--- src/rtl/spi_slave_resp_if.sv ---
// SPI responder bus: pad-level SPI pins, frame-mode controls, RX/TX valid-ready streams and status.
// Latency: n/a (signal bundle only).
// Backpressure: rx_ready stalls rx_valid; tx_ready low while the TX holding register is occupied.
// Modports: slave = responder view (spi_slave_resp), master = local logic plus SPI master model view.
interface spi_slave_resp_if #(
    parameter int DATA_W = 8
);
    logic              sclk_i;
    logic              ss_n_i;
    logic              mosi_i;
    logic              miso_o;
    logic              miso_oe;
    logic              cpol;
    logic              cpha;
    logic              msb_first;
    logic [DATA_W-1:0] rx_data;
    logic              rx_valid;
    logic              rx_ready;
    logic [DATA_W-1:0] tx_data;
    logic              tx_valid;
    logic              tx_ready;
    logic              overrun;
    logic              underrun;
    logic              clr_status;

    modport slave (
        input  sclk_i, ss_n_i, mosi_i, cpol, cpha, msb_first,
        input  rx_ready, tx_data, tx_valid, clr_status,
        output miso_o, miso_oe, rx_data, rx_valid, tx_ready, overrun, underrun
    );

    modport master (
        output sclk_i, ss_n_i, mosi_i, cpol, cpha, msb_first,
        output rx_ready, tx_data, tx_valid, clr_status,
        input  miso_o, miso_oe, rx_data, rx_valid, tx_ready, overrun, underrun
    );
endinterface

--- src/rtl/spi_slave_resp.sv ---
// SPI slave responder: oversamples SCLK/SS/MOSI in the clk domain, returns words on MISO.
// Latency: 3 clk from a pad edge to its action; rx_valid rises 1 clk after the completing sample edge.
// Backpressure: rx word dropped (overrun) if rx_valid is still pending; TX_FILL sent (underrun) if no TX word held.
// Ports: clk, rst (async active-low), bus (spi_slave_resp_if.slave) carrying pads, RX/TX streams and status.
module spi_slave_resp #(
    parameter int                DATA_W  = 8,
    parameter logic [DATA_W-1:0] TX_FILL = '1
) (
    input  logic                clk,
    input  logic                rst,
    spi_slave_resp_if.slave     bus
);
    localparam int CNT_W = $clog2(DATA_W + 1);

    typedef enum logic [1:0] {IDLE, LOAD, ACTIVE} state_t;

    state_t            r_state, w_state_nxt;
    logic              r_sclk_s1, r_sclk_s2, r_sclk_d;
    logic              r_ss_s1, r_ss_s2, r_ss_d;
    logic              r_mosi_s1, r_mosi_s2;
    logic              r_cpol, r_cpha, r_msb;
    logic [CNT_W-1:0]  r_bit_cnt;
    logic [DATA_W-1:0] r_rx_sr, r_tx_sr, r_hold, r_rx_data;
    logic              r_hold_full, r_rx_valid, r_miso, r_fill_pend;
    logic              r_overrun, r_underrun;

    logic              w_sclk_rise, w_sclk_fall, w_ss_fall;
    logic              w_sample, w_shift, w_load, w_do_sample, w_do_shift;
    logic              w_word_done, w_rx_accept, w_ovr_set, w_unr_set, w_oe;
    logic [DATA_W-1:0] w_rx_next, w_reload_word;

    // Bit currently at the head of the TX shift register, and the register after popping it.
    function automatic logic f_front(input logic [DATA_W-1:0] v, input logic msb);
        return msb ? v[DATA_W-1] : v[0];
    endfunction

    function automatic logic [DATA_W-1:0] f_adv(input logic [DATA_W-1:0] v, input logic msb);
        return msb ? {v[DATA_W-2:0], 1'b0} : {1'b0, v[DATA_W-1:1]};
    endfunction

    // Two-flop synchronisers plus one history flop for edge detection.
    always_ff @(posedge clk or negedge rst) begin
        if (!rst) begin
            r_sclk_s1 <= 1'b0; r_sclk_s2 <= 1'b0; r_sclk_d <= 1'b0;
            r_ss_s1   <= 1'b1; r_ss_s2   <= 1'b1; r_ss_d   <= 1'b1;
            r_mosi_s1 <= 1'b0; r_mosi_s2 <= 1'b0;
        end else begin
            r_sclk_s1 <= bus.sclk_i; r_sclk_s2 <= r_sclk_s1; r_sclk_d <= r_sclk_s2;
            r_ss_s1   <= bus.ss_n_i; r_ss_s2   <= r_ss_s1;   r_ss_d   <= r_ss_s2;
            r_mosi_s1 <= bus.mosi_i; r_mosi_s2 <= r_mosi_s1;
        end
    end

    assign w_sclk_rise = r_sclk_s2 & ~r_sclk_d;
    assign w_sclk_fall = ~r_sclk_s2 & r_sclk_d;
    assign w_ss_fall   = r_ss_d & ~r_ss_s2;
    // Sample on the rising edge when cpol==cpha, otherwise on the falling edge.
    assign w_sample    = (r_cpol == r_cpha) ? w_sclk_rise : w_sclk_fall;
    assign w_shift     = (r_cpol == r_cpha) ? w_sclk_fall : w_sclk_rise;

    always_ff @(posedge clk or negedge rst) begin
        if (!rst) r_state <= IDLE;
        else      r_state <= w_state_nxt;
    end

    // ACTIVE exits on the synced SS level, so a deassertion landing in the LOAD cycle is not lost.
    always_comb begin
        w_state_nxt = r_state;
        w_load      = 1'b0;
        w_do_sample = 1'b0;
        w_do_shift  = 1'b0;
        case (r_state)
            IDLE:   if (w_ss_fall) w_state_nxt = LOAD;
            LOAD:   begin
                        w_load      = 1'b1;
                        w_state_nxt = ACTIVE;
                    end
            ACTIVE: begin
                        if (r_ss_s2) begin
                            w_state_nxt = IDLE;
                        end else begin
                            w_do_sample = w_sample;
                            w_do_shift  = w_shift;
                        end
                    end
            default: w_state_nxt = IDLE;
        endcase
    end

    assign w_oe          = (r_state == ACTIVE);
    assign w_word_done   = w_do_sample && (r_bit_cnt == CNT_W'(DATA_W - 1));
    assign w_reload_word = r_hold_full ? r_hold : TX_FILL;
    assign w_rx_next     = r_msb ? {r_rx_sr[DATA_W-2:0], r_mosi_s2} : {r_mosi_s2, r_rx_sr[DATA_W-1:1]};
    assign w_rx_accept   = w_word_done && (!r_rx_valid || bus.rx_ready);
    assign w_ovr_set     = w_word_done && !w_rx_accept;
    // A fill word reloaded at word completion only counts as sent once the master clocks its first
    // bit; otherwise every single-word frame would flag an underrun at its final sample edge.
    assign w_unr_set     = (w_load && !r_hold_full) || (w_do_sample && r_fill_pend);

    always_ff @(posedge clk or negedge rst) begin
        if (!rst) begin
            r_cpol <= 1'b0; r_cpha <= 1'b0; r_msb <= 1'b1;
            r_bit_cnt <= '0; r_rx_sr <= '0; r_tx_sr <= '0;
            r_hold <= '0; r_hold_full <= 1'b0;
            r_rx_data <= '0; r_rx_valid <= 1'b0;
            r_miso <= 1'b0; r_fill_pend <= 1'b0;
            r_overrun <= 1'b0; r_underrun <= 1'b0;
        end else begin
            // Holding register: consumed by a load/reload, refilled only while empty.
            if ((w_load || w_word_done) && r_hold_full) begin
                r_hold_full <= 1'b0;
            end else if (bus.tx_valid && !r_hold_full) begin
                r_hold      <= bus.tx_data;
                r_hold_full <= 1'b1;
            end

            case (r_state)
                LOAD: begin
                    r_cpol      <= bus.cpol;
                    r_cpha      <= bus.cpha;
                    r_msb       <= bus.msb_first;
                    r_bit_cnt   <= '0;
                    r_rx_sr     <= '0;
                    r_fill_pend <= 1'b0;
                    // cpha=0 presents bit 0 before the first edge; cpha=1 waits for the first shift edge.
                    if (bus.cpha) begin
                        r_tx_sr <= w_reload_word;
                        r_miso  <= 1'b0;
                    end else begin
                        r_tx_sr <= f_adv(w_reload_word, bus.msb_first);
                        r_miso  <= f_front(w_reload_word, bus.msb_first);
                    end
                end
                ACTIVE: begin
                    if (r_ss_s2) begin
                        r_bit_cnt   <= '0;
                        r_rx_sr     <= '0;
                        r_miso      <= 1'b0;
                        r_fill_pend <= 1'b0;
                    end else if (w_do_sample) begin
                        r_rx_sr <= w_rx_next;
                        if (w_word_done) begin
                            r_bit_cnt   <= '0;
                            r_tx_sr     <= w_reload_word;
                            r_fill_pend <= !r_hold_full;
                        end else begin
                            r_bit_cnt   <= r_bit_cnt + CNT_W'(1);
                            r_fill_pend <= 1'b0;
                        end
                    end else if (w_do_shift) begin
                        r_miso  <= f_front(r_tx_sr, r_msb);
                        r_tx_sr <= f_adv(r_tx_sr, r_msb);
                    end
                end
                default: r_miso <= 1'b0;
            endcase

            if (w_rx_accept) begin
                r_rx_data  <= w_rx_next;
                r_rx_valid <= 1'b1;
            end else if (bus.rx_ready) begin
                r_rx_valid <= 1'b0;
            end

            // Set has priority over a coincident clear.
            if (w_ovr_set)           r_overrun  <= 1'b1;
            else if (bus.clr_status) r_overrun  <= 1'b0;
            if (w_unr_set)           r_underrun <= 1'b1;
            else if (bus.clr_status) r_underrun <= 1'b0;
        end
    end

    assign bus.miso_o   = r_miso & w_oe;
    assign bus.miso_oe  = w_oe;
    assign bus.rx_data  = r_rx_data;
    assign bus.rx_valid = r_rx_valid;
    assign bus.tx_ready = ~r_hold_full;
    assign bus.overrun  = r_overrun;
    assign bus.underrun = r_underrun;
endmodule
--- src/flat_wrapper.sv ---
// flat-port wrapper written by rule: the top's interface ports become plain ports
module spi_slave_resp_flat 
#(
    parameter int                DATA_W  = 8,
    parameter logic [DATA_W-1:0] TX_FILL = '1
)
  (clk, rst, bus_sclk_i, bus_ss_n_i, bus_mosi_i, bus_cpol, bus_cpha, bus_msb_first, bus_rx_ready, bus_tx_data, bus_tx_valid, bus_clr_status, bus_miso_o, bus_miso_oe, bus_rx_data, bus_rx_valid, bus_tx_ready, bus_overrun, bus_underrun);
  spi_slave_resp_if #(.DATA_W(DATA_W)) bus_i ();
  input  logic clk;
  input  logic rst;
  input wire logic [$bits(bus_i.sclk_i)-1:0] bus_sclk_i;
  input wire logic [$bits(bus_i.ss_n_i)-1:0] bus_ss_n_i;
  input wire logic [$bits(bus_i.mosi_i)-1:0] bus_mosi_i;
  input wire logic [$bits(bus_i.cpol)-1:0] bus_cpol;
  input wire logic [$bits(bus_i.cpha)-1:0] bus_cpha;
  input wire logic [$bits(bus_i.msb_first)-1:0] bus_msb_first;
  input wire logic [$bits(bus_i.rx_ready)-1:0] bus_rx_ready;
  input wire logic [$bits(bus_i.tx_data)-1:0] bus_tx_data;
  input wire logic [$bits(bus_i.tx_valid)-1:0] bus_tx_valid;
  input wire logic [$bits(bus_i.clr_status)-1:0] bus_clr_status;
  output wire logic [$bits(bus_i.miso_o)-1:0] bus_miso_o;
  output wire logic [$bits(bus_i.miso_oe)-1:0] bus_miso_oe;
  output wire logic [$bits(bus_i.rx_data)-1:0] bus_rx_data;
  output wire logic [$bits(bus_i.rx_valid)-1:0] bus_rx_valid;
  output wire logic [$bits(bus_i.tx_ready)-1:0] bus_tx_ready;
  output wire logic [$bits(bus_i.overrun)-1:0] bus_overrun;
  output wire logic [$bits(bus_i.underrun)-1:0] bus_underrun;
  assign bus_i.sclk_i = bus_sclk_i;
  assign bus_i.ss_n_i = bus_ss_n_i;
  assign bus_i.mosi_i = bus_mosi_i;
  assign bus_i.cpol = bus_cpol;
  assign bus_i.cpha = bus_cpha;
  assign bus_i.msb_first = bus_msb_first;
  assign bus_i.rx_ready = bus_rx_ready;
  assign bus_i.tx_data = bus_tx_data;
  assign bus_i.tx_valid = bus_tx_valid;
  assign bus_i.clr_status = bus_clr_status;
  assign bus_miso_o = bus_i.miso_o;
  assign bus_miso_oe = bus_i.miso_oe;
  assign bus_rx_data = bus_i.rx_data;
  assign bus_rx_valid = bus_i.rx_valid;
  assign bus_tx_ready = bus_i.tx_ready;
  assign bus_overrun = bus_i.overrun;
  assign bus_underrun = bus_i.underrun;
  spi_slave_resp #(.DATA_W(DATA_W), .TX_FILL(TX_FILL)) u_core (.clk(clk), .rst(rst), .bus(bus_i));
endmodule
--- config.mk ---
export PLATFORM = sky130hd
export DESIGN_NAME = spi_slave_resp_flat
export DESIGN_NICKNAME = d
export VERILOG_FILES = /design/src/rtl/spi_slave_resp_if.sv /design/src/rtl/spi_slave_resp.sv /design/src/flat_wrapper.sv
export SDC_FILE = /design/constraint.sdc
export NUM_CORES = 1
export LEC_CHECK = 0
export ABC_CLOCK_PERIOD_IN_PS = 2730
export CORE_MARGIN = 2
export CORE_UTILIZATION = 55
export CTS_CLUSTER_SIZE = 14
export DETAILED_ROUTE_END_ITERATION = 10
export PLACE_DENSITY = 0.79
export SLEW_MARGIN = 20
export SYNTH_ARGS = -nofsm -noshare
export SYNTH_HDL_FRONTEND = slang
export SYNTH_SLANG_ARGS = --single-unit
--- constraint.sdc ---
create_clock -name clk -period 2.73 [get_ports clk]
set_input_delay 0.6825 -clock clk [delete_from_list [all_inputs] [get_ports clk]]
set_output_delay 0.6825 -clock clk [all_outputs]
set_load 0.01 [all_outputs]
# Word-level counts from Yosys, hierarchy flattened
# Cells that the tools add are included.
# W data, S select, Z words.
word_totals:
  ff_bits: 55
  in_bits: 19
  output_inout_bits: 14
  elab_cells: 114
classes:
  addsub: 1
  n_eq_ne: 12
  muxes: 45
  bitwise: 9
  reduce_logical: 24
op_table:
  columns: ["cell", "count"]
  rows:
  - ["$mux W8", 11]
  - ["$pmux W8 S2", 2]
  - ["$mux W1", 23]
  - ["$mux W4", 3]
  - ["$reduce_bool A2 Y1", 5]
  - ["$ne A3 B1 Y1 const B", 3]
  - ["$pmux W4 S2", 1]
  - ["$reduce_and A2 Y1", 4]
  - ["$logic_and A1 B1 Y1", 7]
  - ["$pmux W2 S3", 1]
  - ["$not A1 Y1", 5]
  - ["$add A4 B1 Y4 const B", 1]
  - ["$and A1 B1 Y1", 4]
  - ["$eq A4 B3 Y1 const B", 1]
  - ["$mux W2", 2]
  - ["$ne A2 B1 Y1 const B", 2]
  - ["$pmux W1 S2", 2]
  - ["$reduce_and A4 Y1", 1]
  - ["$logic_not A1 Y1", 3]
  - ["$logic_or A1 B1 Y1", 3]
  - ["$ne A3 B2 Y1 const B", 1]
  - ["$ne A3 B3 Y1 const B", 1]
  - ["$eq A2 B1 Y1 const B", 1]
  - ["$eq A2 B2 Y1 const B", 1]
  - ["3 further kinds", 3]

# Longest topological paths before layout
logic_depth:
  word_depth: 10
  ltp_mapped: 9
  mapped_depth_nobuf: 7

# Least setup slack after synthesis
# OpenSTA, ideal clock, no wires.
synth_timing:
  kind: "flip-flop to output port"
  from: "register u_core.r_state[0]"
  to: "output port bus_miso_o"
  t_arrival_ps: 1479
  required_time_ps: 2047
  path_slack_ps: 568
  stages_incl_launch_ff: 6
  path_buffers: 2
  cell_sequence: "dfrtp_1 > inv_1 > ha_1 > clkbuf_1 > clkbuf_1 > and2_1"
synth_via:
  elab_chain_cells: 2
synth_lines:
  columns: ["item", "line_no", "rtl"]
  rows:
  - ["from (decl)", "spi_slave_resp.sv:17", "state_t r_state, w_state_nxt;"]
  - ["from (signal assigned)", "spi_slave_resp.sv:63", "else r_state <= w_state_nxt;"]
  - ["$eq A2 B2 Y1", "spi_slave_resp.sv:90", "assign w_oe = (r_state == ACTIVE);"]
  - ["net bus_miso_oe", "flat_wrapper.sv:22", "output wire logic [$bits(bus_i.miso_oe)-1:0] bus_miso_oe;"]
  - ["$and A1 B1 Y1", "spi_slave_resp.sv:173", "assign bus.miso_o = r_miso & w_oe;"]
  - ["to (decl)", "flat_wrapper.sv:21", "output wire logic [$bits(bus_i.miso_o)-1:0] bus_miso_o;"]
# The timed path passes the listed nets, and every way through them passes these cells.

# Worst setup path in the final report
layout_timing:
  from: "register u_core.r_state[0]"
  to: "output port bus_miso_oe"
layout_via:
  elab_chain_cells: 1
layout_lines:
  columns: ["item", "line_no"]
  rows:
  - ["$eq A2 B2 Y1", "spi_slave_resp.sv:90"]
  - ["to (decl)", "flat_wrapper.sv:22"]
# No other way between the ends.

==> flow_summary_export.csv <==
group,metric,value,unit
status,status,"finished, final reports clean",
floorplan,ios,33,
power_and_ir_drop,combPwrFrac,39.7,%
layout,drive_gt1_share,16.0,%
sta,rsz0062_at_grt,"no",
clock_network,root_buffer,"clkbuf_8",
yosys,async_reset_ff_share,100,%
drt,top_layer,"met4",
sta,tightestPinTransition,700,ps
drt,viasPerCell,5.75,
job,drv_cap,0,
sta,final-setup-viol-count,0,
power_and_ir_drop,ir_drop,0.000555,V
yosys,yosysUniqueCellTypes,39,
placement,detailed_place_hpwl,3.68,mm
power_and_ir_drop,p_leak,1.43,nW
clock_network,clkTransAtPathRegs,100,ps
layout,finalNonFillerCells,360,
clock_network,clock-sinks,55,
worst_setup_path,worstSetupEndpointType,"output pin",
yosys,syn_avg_cell_area,10.7,sq um
clock_network,cts.htree.levels,2,
global_route,grt_max_degree,56,
power_and_ir_drop,switchingPower,1.09,mW
yosys,synth-edff-count,0,
layout,antennaDiodeCount,0,
layout,layout_common_cells,"dfrtp_1 (51), clkdlybuf4s50_1 (31), nand2_1 (26)",
global_route,grt_use_total,21.0,%
drt,wire_per_inst,14.8,microns
worst_setup_path,worstPathMaxFanout,12,
clock_network,tritoncts,"yes",
yosys,synth-main-ff-cell,"dfrtp_1",
floorplan,die_w,75.1,microns
drt,wl_met1,2.55,mm
drt,wl,5.32,mm
drt,vias,2070,
worst_setup_path,cp.arrival,1840,ps
drt,firstDrtPassIters,5,
floorplan,start_util,58.0,%
worst_setup_path,r2r_setup_slack,520,ps
drt,drc,0,
yosys,yosys_warnings,0,
sta,setup-tns-final,0,ps
layout,nNetsFinal,316,
yosys,yosysTopAreaCell,"dfrtp_1",
clock_network,cts_hold_buf,0,
drt,dr.first_iter.drc_count,189,
clock_network,numCtsBuffers,5,
sta,finalHoldViolCount,0,
sta,relSlewSlack,53.3,%
drt,route.met3.wl,209,microns
clock_network,insertion_delay,310,ps
worst_setup_path,critical-path-top-delay-family,"buffers and inverters",
yosys,netlist_area,0.00278,sq mm
power_and_ir_drop,clockPowerShare,16.0,%
floorplan,core_area,0.00479,sq mm
worst_setup_path,cp_cell_sequence,"inv_1 -> ha_1 -> buf_4 -> clkdlybuf4s50_1",
clock_network,clockBufferDepth,2,
floorplan,rows,25,
layout,final_common_cell,"dfrtp_1",
sta,period_share,92.3,%
sta,skew,11.1,ps
min_path,hold_path_class,"reg2reg",
placement,dp.cells,352,
power_and_ir_drop,p_seq_share,44.3,%
clock_network,post_cts_buffers,0,
sta,finalMaxSlewViolations,0,
yosys,seq_area_frac_synth,49.7,%
yosys,syn_inst,260,
global_route,grt_pass1_vias,1943,
sta,min_period,2520,ps
yosys,synth_top_area_share,45.9,%
global_route,grt_pass1_wl,8.98,mm
worst_setup_path,path_buf_inv,3,
sta,hold_slack,363,ps
yosys,synth_seq_cells,55,
power_and_ir_drop,p_sw_share,37.9,%
yosys,synth_area_leaders,"dfrtp_1 (46%), mux2_2 (8.5%), mux2i_1 (7.9%)",
placement,gp_congestion,0.840,
clock_network,ctsResizeCount,0,
yosys,syn-num-nets,284,
floorplan,die_y,75.1,microns
global_route,antenna_found_initial,0,
placement,placement.io_buffers,32,
drt,ant_nets,0,
layout,area_growth_syn_to_layout,17.8,%
global_route,grt_overflow,0,
worst_setup_path,cp_slowest_cell,"clkdlybuf4s50_1",
worst_setup_path,max_stage_delay,550,ps
drt,wl_met2,2.46,mm
floorplan,dieArea,0.00563,sq mm
worst_setup_path,crit_type,"reg2out",
power_and_ir_drop,pwr_density_cell,876,mW/mm^2
worst_setup_path,crit_required,2050,ps
sta,setup_ws,212,ps
power_and_ir_drop,internal-power,1.78,mW
placement,pre_cts_slack,499,ps
sta,timing.fmax,397,MHz
worst_setup_path,cp-start-kind,"register",
==> final timing paths <==
path	to	from	cells past startpoint
max in group asynchronous	u_core.r_hold_full	rst	2
worst max-delay path	bus_miso_oe	u_core.r_state[0]	4
worst min-delay path	u_core.r_ss_s2	u_core.r_ss_s1	0
worst min register to register	u_core.r_ss_s2	u_core.r_ss_s1	0
worst max register to register	u_core.r_tx_sr[1]	u_core.r_state[0]	8
min in group asynchronous	u_core.r_bit_cnt[1]	rst	2
==> registers in the layout, indices dropped and copies added (netlist names), 2 cells and up <==
register	count
u_core.bus.rx_data	8
u_core.r_bit_cnt	4
u_core.r_hold	8
u_core.r_rx_sr	8
u_core.r_state	2
u_core.r_tx_sr	8
==> metrics by stage <==
stage               util [%]  power (mW)  cell area [sq um]
global route            68.4        3.07               3270
finish                  68.4        2.87               3270
CTS                     68.4        2.88               3270
global placement        66.4        2.38               3180
floorplan                  -        2.09               2780
detailed placement      66.4        2.41               3180
==> routing by layer <==
metal,up-vias,global-route usage (%)
li1,995,-
met1,1007,29.4
met2,59,32.6
met3,9,3.88
met4,0,8.33
met5,-,0
==> cells by family (layout without fill, tap and decap cells) <==
group	Yosys count	after routing	synth area share [%]
flops	55	55	49.7
fa+ha+maj	5	5	2.25
compound gates	65	65	15.5
buf+inv	25	58	3.56
mux	43	43	16.4
xor+xnor	2	2	0.901
simple gates	65	65	11.6
==> synth_stat cells (3+ instances only) <==
cell type / instances
nor3b_1: 3
inv_1: 9
ha_1: 5
buf_2: 4
a22o_1: 4
nand3_1: 3
dfstp_2: 4
nor2b_1: 6
mux2i_1: 22
or3_1: 3
clkbuf_1: 10
nor2_1: 13
o21ai_0: 13
a31oi_1: 6
nand2_1: 26
o22a_1: 5
a211oi_1: 8
mux2_2: 21
nand2b_1: 4
a21oi_1: 17
dfrtp_1: 51
==> area by class of cell <==
class | count | area [sq um]
fill | 373 | 1510
clock inverter | 3 | 25.0
clock buffer | 5 | 68.8
timing repair buffer | 41 | 383
multi-input combinational | 180 | 1300
inverter | 9 | 33.8
tap | 67 | 83.8
sequential | 55 | 1380
==> power groups by stage <==
stage / clock [mW] / combinational, mW / sequential (mW)
after global placement: 0 / 1.11 / 1.27
after floorplan: 0 / 0.937 / 1.15
after CTS: 0.479 / 1.14 / 1.26
after global routing: 0.513 / 1.26 / 1.30
final: 0.458 / 1.14 / 1.27
after detailed placement: 0 / 1.13 / 1.28
No activity file was read; power rests on OpenSTA's default activity.
